### config.mk
export PLATFORM = sky130hd
export DESIGN_NAME = jpeg_stream_sequencer
export DESIGN_NICKNAME = d
export VERILOG_FILES = /design/src/rtl/jpeg_stream_sequencer_pkg.sv /design/src/rtl/jpeg_stream_sequencer_chan_fifo.sv /design/src/rtl/jpeg_stream_sequencer.sv
export SDC_FILE = /design/constraint.sdc
export NUM_CORES = 1
export LEC_CHECK = 0
export ABC_AREA = 1
export BUFFER_PORTS_ARGS = -buffer_cell sky130_fd_sc_hd__buf_2
export CORE_MARGIN = 2
export CORE_UTILIZATION = 45
export DETAILED_ROUTE_END_ITERATION = 10
export PLACE_DENSITY = 0.72
export SLEW_MARGIN = 20
export SYNTH_ARGS = -nofsm -noshare
export SYNTH_HDL_FRONTEND = slang
export SYNTH_SLANG_ARGS = --single-unit
### constraint.sdc
create_clock -name clk -period 4.1 [get_ports clk]
set_clock_uncertainty 0.15 [all_clocks]
set_input_delay 0.205 -clock clk [delete_from_list [all_inputs] [get_ports clk]]
set_output_delay 0.205 -clock clk [all_outputs]
set_load 0.05 [all_outputs]
### src/rtl/jpeg_stream_sequencer_pkg.sv
// Shared types and constants for the JPEG Y/Cb/Cr stream sequencer.
package jpeg_stream_sequencer_pkg;

  localparam int unsigned WORD_W             = 32;
  localparam int unsigned ENTRY_W            = WORD_W + 1;
  localparam int unsigned NUM_CHAN           = 3;
  localparam int unsigned DEFAULT_FIFO_DEPTH = 4;

  typedef enum logic [1:0] {
    SERVE_Y  = 2'd0,
    SERVE_CB = 2'd1,
    SERVE_CR = 2'd2
  } state_t;

  localparam logic [1:0] CHAN_Y  = 2'd0;
  localparam logic [1:0] CHAN_CB = 2'd1;
  localparam logic [1:0] CHAN_CR = 2'd2;

  // One buffered word together with its end-of-block marker.
  typedef struct packed {
    logic              eob;
    logic [WORD_W-1:0] word;
  } entry_t;

  function automatic state_t next_state(input state_t s);
    case (s)
      SERVE_Y:  return SERVE_CB;
      SERVE_CB: return SERVE_CR;
      default:  return SERVE_Y;
    endcase
  endfunction

endpackage

### src/rtl/jpeg_stream_sequencer_chan_fifo.sv
// Per-channel show-ahead FIFO; a push into a full FIFO is taken only if a pop frees a slot.
module chan_fifo
  import jpeg_stream_sequencer_pkg::*;
#(
  parameter int unsigned DEPTH = DEFAULT_FIFO_DEPTH
) (
  input  logic               clk,
  input  logic               rst,
  input  logic               push,
  input  logic               pop,
  input  logic [ENTRY_W-1:0] din,
  output logic [ENTRY_W-1:0] dout,
  output logic               empty,
  output logic               full
);

  localparam int unsigned AW = (DEPTH > 1) ? $clog2(DEPTH) : 1;
  localparam int unsigned CW = $clog2(DEPTH + 1);

  logic [ENTRY_W-1:0] mem_q [DEPTH];
  logic [AW-1:0]      wr_q, wr_d;
  logic [AW-1:0]      rd_q, rd_d;
  logic [CW-1:0]      count_q, count_d;
  logic               do_push;
  logic               do_pop;

  function automatic logic [AW-1:0] ptr_inc(input logic [AW-1:0] p);
    return (p == AW'(DEPTH - 1)) ? '0 : p + AW'(1);
  endfunction

  always_comb begin
    empty   = (count_q == '0);
    full    = (count_q == CW'(DEPTH));
    do_pop  = pop && !empty;
    do_push = push && (!full || do_pop);
    wr_d    = do_push ? ptr_inc(wr_q) : wr_q;
    rd_d    = do_pop ? ptr_inc(rd_q) : rd_q;
    count_d = count_q;
    if (do_push && !do_pop) begin
      count_d = count_q + CW'(1);
    end else if (!do_push && do_pop) begin
      count_d = count_q - CW'(1);
    end
  end

  always_ff @(posedge clk) begin
    if (rst) begin
      wr_q    <= '0;
      rd_q    <= '0;
      count_q <= '0;
    end else begin
      wr_q    <= wr_d;
      rd_q    <= rd_d;
      count_q <= count_d;
    end
  end

  // Storage carries no reset; the pointers alone define what is valid.
  always_ff @(posedge clk) begin
    if (do_push && !rst) begin
      mem_q[wr_q] <= din;
    end
  end

  assign dout = mem_q[rd_q];

endmodule

### src/rtl/jpeg_stream_sequencer.sv
// Merges the Y, Cb and Cr encoded streams into one stream, a whole 8x8 block per channel in turn.
module jpeg_stream_sequencer
  import jpeg_stream_sequencer_pkg::*;
#(
  parameter int unsigned FIFO_DEPTH = DEFAULT_FIFO_DEPTH
) (
  input  logic        clk,
  input  logic        rst,
  input  logic [31:0] y_JPEG_bitstream,
  input  logic        y_data_ready,
  input  logic        y_eob,
  input  logic [31:0] cb_JPEG_bitstream,
  input  logic        cb_data_ready,
  input  logic        cb_eob,
  input  logic [31:0] cr_JPEG_bitstream,
  input  logic        cr_data_ready,
  input  logic        cr_eob,
  input  logic        out_ready,
  output logic [31:0] out_bitstream,
  output logic        out_valid,
  output logic [1:0]  out_chan,
  output logic        out_last,
  output logic        mcu_done,
  output logic [2:0]  overflow
);

  entry_t               din [NUM_CHAN];
  logic [ENTRY_W-1:0]   dout_raw [NUM_CHAN];
  logic [NUM_CHAN-1:0]  push, pop, empty, full, sel;
  entry_t               head;
  logic                 head_avail;
  logic                 load;
  logic [NUM_CHAN-1:0]  overflow_d;

  state_t               state_q;
  logic [WORD_W-1:0]    out_word_q;
  logic [1:0]           out_chan_q;
  logic                 out_last_q;
  logic                 out_valid_q;
  logic                 mcu_done_q;
  logic [NUM_CHAN-1:0]  overflow_q;

  always_comb begin
    push   = {cr_data_ready, cb_data_ready, y_data_ready};
    din[0] = '{eob: y_eob,  word: y_JPEG_bitstream};
    din[1] = '{eob: cb_eob, word: cb_JPEG_bitstream};
    din[2] = '{eob: cr_eob, word: cr_JPEG_bitstream};
  end

  for (genvar c = 0; c < NUM_CHAN; c++) begin : g_fifo
    chan_fifo #(.DEPTH(FIFO_DEPTH)) u_fifo (
      .clk   (clk),
      .rst   (rst),
      .push  (push[c]),
      .pop   (pop[c]),
      .din   (din[c]),
      .dout  (dout_raw[c]),
      .empty (empty[c]),
      .full  (full[c])
    );
  end

  // Only the FIFO of the channel being served may feed the output register.
  always_comb begin
    head       = '0;
    head_avail = 1'b0;
    sel        = '0;
    case (state_q)
      SERVE_Y: begin
        head       = entry_t'(dout_raw[0]);
        head_avail = !empty[0];
        sel        = 3'b001;
      end
      SERVE_CB: begin
        head       = entry_t'(dout_raw[1]);
        head_avail = !empty[1];
        sel        = 3'b010;
      end
      SERVE_CR: begin
        head       = entry_t'(dout_raw[2]);
        head_avail = !empty[2];
        sel        = 3'b100;
      end
      default: ;
    endcase
    load       = head_avail && (!out_valid_q || out_ready);
    pop        = sel & {NUM_CHAN{load}};
    overflow_d = overflow_q | (push & full & ~pop);
  end

  always_ff @(posedge clk) begin
    if (rst) begin
      state_q     <= SERVE_Y;
      out_word_q  <= '0;
      out_chan_q  <= CHAN_Y;
      out_last_q  <= 1'b0;
      out_valid_q <= 1'b0;
      mcu_done_q  <= 1'b0;
      overflow_q  <= '0;
    end else begin
      mcu_done_q <= out_valid_q && out_ready && (out_chan_q == CHAN_CR) && out_last_q;
      overflow_q <= overflow_d;
      if (load) begin
        out_word_q  <= head.word;
        out_chan_q  <= 2'(state_q);
        out_last_q  <= head.eob;
        out_valid_q <= 1'b1;
        if (head.eob) begin
          state_q <= next_state(state_q);
        end
      end else if (out_ready) begin
        out_valid_q <= 1'b0;
      end
    end
  end

  assign out_bitstream = out_word_q;
  assign out_valid     = out_valid_q;
  assign out_chan      = out_chan_q;
  assign out_last      = out_last_q;
  assign mcu_done      = mcu_done_q;
  assign overflow      = overflow_q;

endmodule

==> results of run 1 <==
-- layout make-up --
cell class / instances / share of cell area
antenna: 1 / 0.000113
inverter: 50 / 0.00855
tap: 525 / 0.0297
multi-input combinational: 986 / 0.207
timing repair buffer: 277 / 0.0914
sequential: 465 / 0.601
clock inverter: 23 / 0.00719
clock buffer: 58 / 0.0556
-- report_power, final --
group	total [W]	leakage (nW)	internal, W	switching, W
Combinational	0.00346	3.37	0.000962	0.00250
Clock	0.00390	0.690	0.00223	0.00166
Sequential	0.00578	4.16	0.00558	0.000202
Total	0.0131	8.22	0.00878	0.00437
-- worst max-delay path: stages, from the launching register on --
cell and delay (ps):
dfxtp_1 470, inv_1 110, nor2_4 100, nand2_1 70, nand3_2 150, nand3_2 190, a21boi_2 200, nand2_1 240
nor2_4 600, buf_12 240
-- routing by layer --
layer  GRT usage  share of wire  vias up
met5           0              0        -
met4      0.0931          0.043        0
met3      0.0288          0.066       81
met2       0.343           0.48      493
met1       0.278           0.41     5964
li1            -              -     5986
-- worst max-delay path by stage --
| stage | end | slack (ps) | cells past startpoint |
|---|---|---|---|
| after floorplan | g_fifo[1].u_fifo.mem_q[3][0]$_DFFE_PP_ | 850 | 8 |
| after global placement | g_fifo[1].u_fifo.mem_q[1][22]$_DFFE_PP_ | 1350 | 9 |
| after detailed placement | g_fifo[1].u_fifo.mem_q[1][28]$_DFFE_PP_ | 1240 | 9 |
| after CTS | g_fifo[1].u_fifo.mem_q[1][32]$_DFFE_PP_ | 1210 | 9 |
| after global routing | g_fifo[1].u_fifo.mem_q[1][32]$_DFFE_PP_ | 1070 | 9 |
| final | g_fifo[1].u_fifo.mem_q[1][32]$_DFFE_PP_ | 1250 | 9 |
-- state kept, by name, indices dropped and copies added (netlist names), 2 cells and up, named ones only --
signal,flops
g_fifo.u_fifo.count_q,9
state_q,2
overflow,3
out_bitstream,32
g_fifo.u_fifo.wr_q,6
out_chan,2
g_fifo.u_fifo.mem_q,396
g_fifo.u_fifo.rd_q,6
-- cells by family after synthesis --
logic type                 after synthesis
AOI/OAI and AO/OA                      163
xor gates and xnor gates                 3
adders and majority gates               21
buffers and inverters                  135
DFF                                    465
and+or+nand+nor                        799
-- per-stage QoR --
step / instance area [µm²] / hold WS (ps) / std cells / setup slack (ps) / power (W)
2_1_floorplan: 18300 / 154 / 1586 / 845 / 0.00819
3_3_place_gp: 19700 / 266 / 2198 / 1350 / 0.00917
3_5_place_dp: 19700 / 272 / 2198 / 1240 / 0.00926
4_1_cts: 22100 / 229 / 2384 / 1210 / 0.0132
5_1_grt: 22100 / 251 / 2384 / 1070 / 0.0138
6_report: 22100 / 262 / 2385 / 1250 / 0.0131
-- layout by cell type (no fill, tap or decap), types with 4 or more instances in the layout --
cell type	synthesis	routed
nor3_1	4	4
dlygate4sd3_1	0	105
nor2_2	0	9
ha_1	18	18
nand3_1	246	246
nor2_4	2	6
nor2_1	132	119
clkbuf_16	0	46
o21ai_0	102	102
buf_2	12	144
clkinv_2	0	12
nand3_2	4	4
clkinv_1	2	10
inv_1	45	43
nand2_1	409	409
inv_2	3	4
clkbuf_1	43	8
edfxtp_1	396	396
a21oi_1	55	55
dfxtp_1	69	66
buf_4	0	25
==> run metrics, run 1 <==
Max-cap violations=0; Routed wire per std cell=18.4 µm; Routed Antenna Nets=0; most frequent cell after synthesis=nand2_1; Num CTS Buffers=between 40 and 50; Final #Nets=approximately 2,000; final setup fails=0; Synth-to-Final Area Change=20.6%; Adder-Cell Fraction of Synth Area=0.0156; area occupied by multi-input gates=0.00456 mm²; Post-Synth XOR/XNOR Area=0.00143; Pre-Repair DR Iteration Count=6; drt via density=roughly 5.3; number of global-route vias before repair=approximately 12,000; Final Core Density=0.554; Post-Synthesis Cells=roughly 1,600; Synth Flop Type=edfxtp_1; syn_area_per_cell=roughly 12 µm²; Fill cells=about 3,200; Seq. cell area=around 0.013 mm²; Core Area=between 0.03 and 0.04 mm²; Synth top area share=0.649; Final TNS setup=0 ps; Pleak=roughly 8 nW; DRC=0; via count=about 13,000; Die X=between 200 and 250 µm; hold path cells=2; slew of the pin with the lowest slew margin=about 1100 ps; Initial Utilization=0.459; Port Buffers=approximately 140; TritonCTS clock tree=yes; RSZ-0062 raised after global routing=false; post-synthesis register bit count=465; Worst Hold Path EP=g_fifo[2].u_fifo.mem_q[2][17]$_DFFE_PP_; Peak VDD IR=around 0.00032 V; first-pass GRT wire length=67,200 µm; ranking of synthesized cells by area=edfxtp_1, nand2_1, dfxtp_1, nand3_1, o21ai_0; kind of critical path=reg2reg; pin count of the biggest net entering global routing=67; setup bufs post-CTS=0; H-tree depth=2; distinct cell type count after synthesis=24; Min-Delay Path Class=in2reg; DP HPWL=around 28,000 µm; WP data arrival=approximately 2900 ps; YS warnings=0; critical path peak fanout=18; GRT Residual Overflow=0; Longest Clk Path Bufs=3; synthesized area=between 0.015 and 0.02 mm²; Worst setup EP type=flop; GP Congestion=between 0.8 and 0.9; crit path launch type=flop; Compound-Gate Fraction of Synth Area=0.0458; Reg-to-Reg End=g_fifo[1].u_fifo.mem_q[1][32]$_DFFE_PP_; Post-Synth Simple-Gate Area=0.184; Max Freq=between 300 and 400 MHz; row cnt=73; Req. time, crit path=between 4000 and 5000 ps; Root Driver=clkbuf_16; Die H=206 µm; num ports=between 100 and 150; mux share of post-synthesis cell area=0; Post-synth top cells=nand2_1, edfxtp_1, nand3_1; Sink Count=around 470; largest family of logic cells by synthesized area=simple AND/OR/NAND/NOR gates; worst setup path start=state_q[0]$_SDFFE_PP0P_; Final Max Tran Viols=0; start point of the worst hold path=cr_JPEG_bitstream[17]; layout cells sized above 1=0.144; Rel. slew slack=0.287; top cell type by total area after synthesis=edfxtp_1; worst r2r src=state_q[0]$_SDFFE_PP0P_; initial antenna violation count=0; sequential share of the synthesized area=0.724; period utilisation layout=0.694; min Tclk post-route=roughly 2800 ps; clock latency on the worst-skew pair=roughly 540 ps; Power Density=between 500 and 600 mW/mm²; r2r setup slk=between 1000 and 1500 ps; Final Hold Fails=0; Worst Reg-to-Reg Cells=9; Synth async-reset ratio=0; die area=around 0.042 mm²; GRT Total Usage=0.209; Post-Route WL=about 44,000 µm; status=finished, final reports clean; post-CTS sizing=0; Initial DRC Count=between 1,000 and 1,500; hold_buf cts=105; syn nets=between 1,500 and 2,000; clock slew at reported path FFs=60 ps; EDFF count, synth=396
Note: power is estimated with default switching activity, not from simulation.
==> run 2: changes to the inputs <==
- ABC_AREA: 1 -> 0
- clock period: 4.1 -> 2.9 ns (I/O delays scaled with it)
==> run 2 against run 1 <==
Net effect:
- core utilization up 1.4 points
- wire length down 9.7%
- synthesized cell count down 43%
- combinational power up 29%
- first-iteration DRC count down 35%
- critical path type unchanged
- critical endpoint is now g_fifo[1].u_fifo.count_q[2]$_SDFFE_PP0P_
==> run metrics, run 2 <==
hold_buf cts=between 100 and 150; min Tclk post-route=~2600 ps; period utilisation layout=0.896; distinct cell type count after synthesis=40; worst r2r src=g_fifo[1].u_fifo.count_q[2]$_SDFFE_PP0P_; Final Hold Fails=0; worst path bufs/invs=2; slew of the pin with the lowest slew margin=689 ps; Worst setup EP type=flop; post-synthesis register bit count=about 470; post-CTS sizing=0; Root Driver=clkbuf_16; Setup WS pre-CTS=~320 ps; Synth Flop Type=edfxtp_1; Worst path slowest cell=fa_1; critical path cell sequence=or3_1 > and3_1 > inv_4 > ha_1 > inv_1 > fa_1 > xor2_1 > or3_1 > a21oi_1; TritonCTS clock tree=yes; r2r setup slk=about 300 ps; Fill cells=2,937; first-pass GRT wire length=between 60,000 and 70,000 µm; Peak VDD IR=0.000882 V; RSZ-0062 raised after global routing=false; commonest cells after routing, fill and taps aside=edfxtp_1, buf_2, dlygate4sd3_1; H-tree depth=2; fin cells=about 1,700; DRC=0; max reg flops=396; Post-Synthesis Cells=roughly 910; Synth async-reset ratio=0; WP data arrival=2930 ps; Min-Delay Path Class=in2reg; hold path cells=2; GRT Total Usage=0.196; drt via density=around 5.6; Core Area=0.0387 mm²; pin count of the biggest net entering global routing=37; most common cell after layout, fill and taps aside=edfxtp_1; Hold WS=184 ps; Final Max Tran Viols=0; Synth-to-Final Area Change=24.1%; CP top delay family=simple AND/OR/NAND/NOR gates; syn nets=1,035; Routed Antenna Nets=0; Port Buffers=around 140; final setup margin=~300 ps; DP HPWL=roughly 25,000 µm; die area=0.0410 mm²; ranking of synthesized cells by area=edfxtp_1, mux4_2, dfxtp_1, o41ai_1, a22oi_1; Cell Area, Placed=about 0.019 mm²; GRT Residual Overflow=0; Power Density=between 800 and 900 mW/mm²; Pre-Repair DR Iteration Count=8; status=finished, final reports clean; top cell type by total area after synthesis=edfxtp_1; start point of the worst hold path=cr_JPEG_bitstream[8]; layout cells sized above 1=0.302; Pleak=~7.5 nW; clock slew at reported path FFs=around 60 ps; Initial Utilization=0.458; Reg-to-Reg End=g_fifo[1].u_fifo.count_q[2]$_SDFFE_PP0P_; initial antenna violation count=2; Die X=roughly 200 µm; num ports=~150; synthesized area=about 0.018 mm²; Synth top area share=0.671; syn_area_per_cell=about 19 µm²; Reg with most FFs=g_fifo.u_fifo.mem_q; Longest Clk Path Bufs=3; kind of critical path=reg2reg; GP Congestion=around 0.8; Final #Nets=~1,300; Worst Reg-to-Reg Cells=9; sequential share of the synthesized area=0.749; Layout Cell Area excl Fill=between 0.02 and 0.025 mm²; Num CTS Buffers=46; Routed wire per std cell=~23 µm; Die H=202 µm; critical path peak fanout=5; Max-cap violations=0; Rel. slew slack=0.540; EDFF count, synth=approximately 400; Post-synth top cells=edfxtp_1, mux4_2, dfxtp_1; Final TNS setup=0 ps; row cnt=between 70 and 80; Post-Route WL=39,600 µm; Initial DRC Count=a little under 900; most frequent cell after synthesis=edfxtp_1; most used cell, CP=or3_1; via count=~10,000; YS warnings=0; final setup fails=0; setup bufs post-CTS=0; Worst Hold Path EP=g_fifo[2].u_fifo.mem_q[2][8]$_DFFE_PP_; clock latency on the worst-skew pair=roughly 560 ps; number of global-route vias before repair=roughly 10,000; Sink Count=465; Req. time, crit path=3230 ps; crit path launch type=flop; slowest cell delay on critical path=about 430 ps; dpl cells=about 1,600; Max Freq=approximately 380 MHz
[run 2: changes by cell type after synthesis, moves of 13 or more]
cell | previous run | this run
a21oi_1 | 55 | 19
a22oi_1 | 0 | 32
a31oi_1 | 3 | 35
buf_1 | 28 | 0
inv_1 | 45 | 15
mux4_2 | 0 | 99
nand2_1 | 409 | 38
nand3_1 | 246 | 3
nor2_1 | 132 | 17
nor3b_1 | 0 | 13
o21ai_0 | 102 | 10
o41ai_1 | 0 | 33
[run 2: worst max path at each step]
stage                     slack, ps  depth (start not counted)                                  endpoint                                startpoint
final                           300                          9  g_fifo[1].u_fifo.count_q[2]$_SDFFE_PP0P_  g_fifo[1].u_fifo.count_q[2]$_SDFFE_PP0P_
after global routing            190                         11  g_fifo[2].u_fifo.count_q[2]$_SDFFE_PP0P_                    out_valid$_SDFFE_PP0P_
after global placement          330                          9  g_fifo[1].u_fifo.count_q[2]$_SDFFE_PP0P_  g_fifo[1].u_fifo.count_q[2]$_SDFFE_PP0P_
after detailed placement        320                          9  g_fifo[1].u_fifo.count_q[2]$_SDFFE_PP0P_  g_fifo[1].u_fifo.count_q[2]$_SDFFE_PP0P_
after CTS                       310                          9  g_fifo[1].u_fifo.count_q[2]$_SDFFE_PP0P_  g_fifo[1].u_fifo.count_q[2]$_SDFFE_PP0P_
after floorplan                -300                          5    g_fifo[2].u_fifo.mem_q[0][0]$_DFFE_PP_                    out_valid$_SDFFE_PP0P_
[run 2: stage by stage]
step / total power, W / util
2_1_floorplan: 0.0113 / -
3_3_place_gp: 0.0126 / 0.502
3_5_place_dp: 0.0127 / 0.502
4_1_cts: 0.0186 / 0.568
5_1_grt: 0.0192 / 0.568
6_report: 0.0185 / 0.568
[run 2: report_power, final]
part / internal [W] / switching (W) / leakage, nW / total (W)
Combinational: 0.00168 / 0.00278 / 2.62 / 0.00445
Clock: 0.00337 / 0.00242 / 0.715 / 0.00579
Sequential: 0.00784 / 0.000373 / 4.16 / 0.00821
[run 2: worst reg2reg max path: cells and delay by family, from the launching register on]
family,cells,cell delay [ps]
compound gates,1,130
fa+ha+maj,2,620
xor+xnor,1,170
buf+inv,2,170
flops,1,340
simple gates,3,950
[run 2: kinds of logic after synthesis]
group                    Yosys count  share of synthesized area
XOR/XNOR                           6                    0.00297
buffers and inverters             76                     0.0183
AO/OA/AOI/OAI                    139                     0.0553
adder cells (fa/ha/maj)           21                     0.0161
AND/OR/NAND/NOR                   97                     0.0293
multiplexers                     105                      0.129
flip-flops                       465                      0.749
[run 2: layout make-up]
class	instances	area, µm²	area share
Timing Repair Buffer	285	2230	0.101
Clock buffer	65	1280	0.0584
Inverter	19	73.8	0.00336
Sequential cell	465	13300	0.604
Antenna cell	1	2.50	0.000114
Multi-Input combinational cell	368	4270	0.194
Clock inverter	20	205	0.00933
Tap cell	518	648	0.0295
[run 2: routing by layer]
| layer | track usage | share of wire | up-vias |
|---|---|---|---|
| li1 | - | - | 4313 |
| met1 | 0.269 | 0.41 | 4972 |
| met2 | 0.323 | 0.49 | 383 |
| met5 | 0 | 0 | - |
| met4 | 0.0563 | 0.026 | 0 |
| met3 | 0.0369 | 0.074 | 75 |
==> run 3: changes to the inputs <==
- ABC_CLOCK_PERIOD_IN_PS: unset -> 2900
- REMOVE_ABC_BUFFERS: unset -> 1
==> run 3 against run 2 <==
Net effect:
- non-clock buffer count down 8
- first-iteration DRC count fell by 27%
- core utilization is 0.17 points lower
- critical path depth did not move
- clock power rose by 3.8%
- largest power group unchanged
==> run metrics, run 3 (synthesis gave the netlist of run 2 again) <==
Cell Area, Placed=roughly 0.019 mm²; H-tree depth=2; GRT Residual Overflow=0; Core Area=0.0387 mm²; initial antenna violation count=3; row cnt=between 70 and 80; Pleak=around 7.4 nW; Peak VDD IR=0.000710 V; Routed Antenna Nets=0; WP data arrival=around 3000 ps; Num CTS Buffers=between 40 and 50; Max Freq=371 MHz; Longest Clk Path Bufs=3; Synth-to-Final Area Change=23.7%; Routed wire per std cell=between 20 and 25 µm; period utilisation layout=0.930; r2r setup slk=just over 200 ps; Root Driver=clkbuf_16; Reg with most FFs=g_fifo.u_fifo.mem_q; Final #Nets=1,304; Layout Cell Area excl Fill=approximately 0.022 mm²; drt via density=5.56; Final Max Tran Viols=0; DP HPWL=23,900 µm; RSZ-0062 raised after global routing=false; Port Buffers=144; Initial DRC Count=approximately 640; clock latency on the worst-skew pair=between 500 and 600 ps; DRC=0; TritonCTS clock tree=yes; slew of the pin with the lowest slew margin=around 810 ps; layout cells sized above 1=0.303; Max-cap violations=0; critical path peak fanout=5; Post-Route WL=roughly 39,000 µm; crit path launch type=flop; Final Hold Fails=0; num ports=between 100 and 150; final setup fails=0; Final Core Density=0.566; Pre-Repair DR Iteration Count=7; most common cell after layout, fill and taps aside=edfxtp_1; commonest cells after routing, fill and taps aside=edfxtp_1, buf_2, dlygate4sd3_1; Initial Utilization=0.458; GRT Total Usage=0.193; min Tclk post-route=around 2700 ps; via count=9,642; Power Density=around 850 mW/mm²; Worst setup EP type=flop; Die H=~200 µm; Req. time, crit path=about 3200 ps; number of global-route vias before repair=~9,900; status=finished, final reports clean; GP Congestion=between 0.7 and 0.8; pin count of the biggest net entering global routing=37; first-pass GRT wire length=59,700 µm; max reg flops=between 300 and 400; Die X=approximately 200 µm; die area=0.0410 mm²; Min-Delay Path Class=in2reg; clock slew at reported path FFs=roughly 60 ps; setup bufs post-CTS=0; Sink Count=~470; kind of critical path=reg2reg; Rel. slew slack=0.461
## run 3: cell types whose count changed in the layout (fill, tap and decap cells not counted), moves of 3 or more
cell	before	now
buf_4	21	13
clkinv_2	4	8
clkbuf_8	4	1
nor3b_4	12	0
nor3b_2	0	12
clkbuf_1	14	10
## run 3: metrics by stage
| stage | std cells | total power [W] | setup TNS (ps) | hold WS (ps) | setup slack [ps] |
|---|---|---|---|---|---|
| floorplan | 852 | 0.0112 | -553700 | 64.1 | -1370 |
| global placement | 1543 | 0.0125 | 0 | 206 | 279 |
| detailed placement | 1543 | 0.0126 | 0 | 211 | 217 |
| CTS | 1732 | 0.0188 | 0 | 159 | 196 |
| global route | 1734 | 0.0194 | 0 | 182 | 10.2 |
| finish | 1735 | 0.0186 | 0 | 199 | 203 |
## run 3: routing by layer
layer,share of wire,vias to the layer above,track usage
met1,0.40,4939,0.258
met2,0.51,346,0.329
met3,0.067,60,0.0369
li1,-,4297,-
met4,0.020,0,0.0506
met5,0,-,0
## run 3: worst max-delay path, cell delays in order, from the launching register on
cell and delay, ps:
dfxtp_1 360, or3_1 410, and3_1 240, inv_4 90
ha_1 180, inv_1 80, fa_1 450, xor2_1 180
or3_1 310, a21oi_1 160
## run 3: what timing repair did
| item | 4_1_cts | 5_1_grt |
|---|---|---|
| gates resized for setup | 0 | 2 |
| setup endpoints to repair | 0 | 2 |
| endpoints found under the hold margin | 410 | 0 |
| hold buffers | 104 | 0 |
## run 3: path summary, 6_finish.rpt
check | startpoint | end | cells past startpoint
setup / recovery | g_fifo[1].u_fifo.count_q[0]$_SDFFE_PP0P_ | g_fifo[1].u_fifo.count_q[2]$_SDFFE_PP0P_ | 9
setup reg to reg | g_fifo[1].u_fifo.count_q[0]$_SDFFE_PP0P_ | g_fifo[1].u_fifo.count_q[2]$_SDFFE_PP0P_ | 9
hold / removal | y_JPEG_bitstream[24] | g_fifo[0].u_fifo.mem_q[1][24]$_DFFE_PP_ | 2
hold reg to reg | overflow[0]$_SDFF_PP0_ | overflow[0]$_SDFF_PP0_ | 2
## run 3: power by group
part	total, W	switching (W)	internal [W]
logic	0.00438	0.00272	0.00166
registers	0.00824	0.000398	0.00784
clock network	0.00601	0.00248	0.00352
total	0.0186	0.00561	0.0130
## run 3: layout make-up
cell class	instances	area [µm²]
clock inverter	26	287
multi-input combinational	368	4200
antenna	3	7.51
clock buffer	59	1250
fill	2961	16800
inverter	19	73.8
tap	518	648
timing repair buffer	277	2180
sequential	465	13300
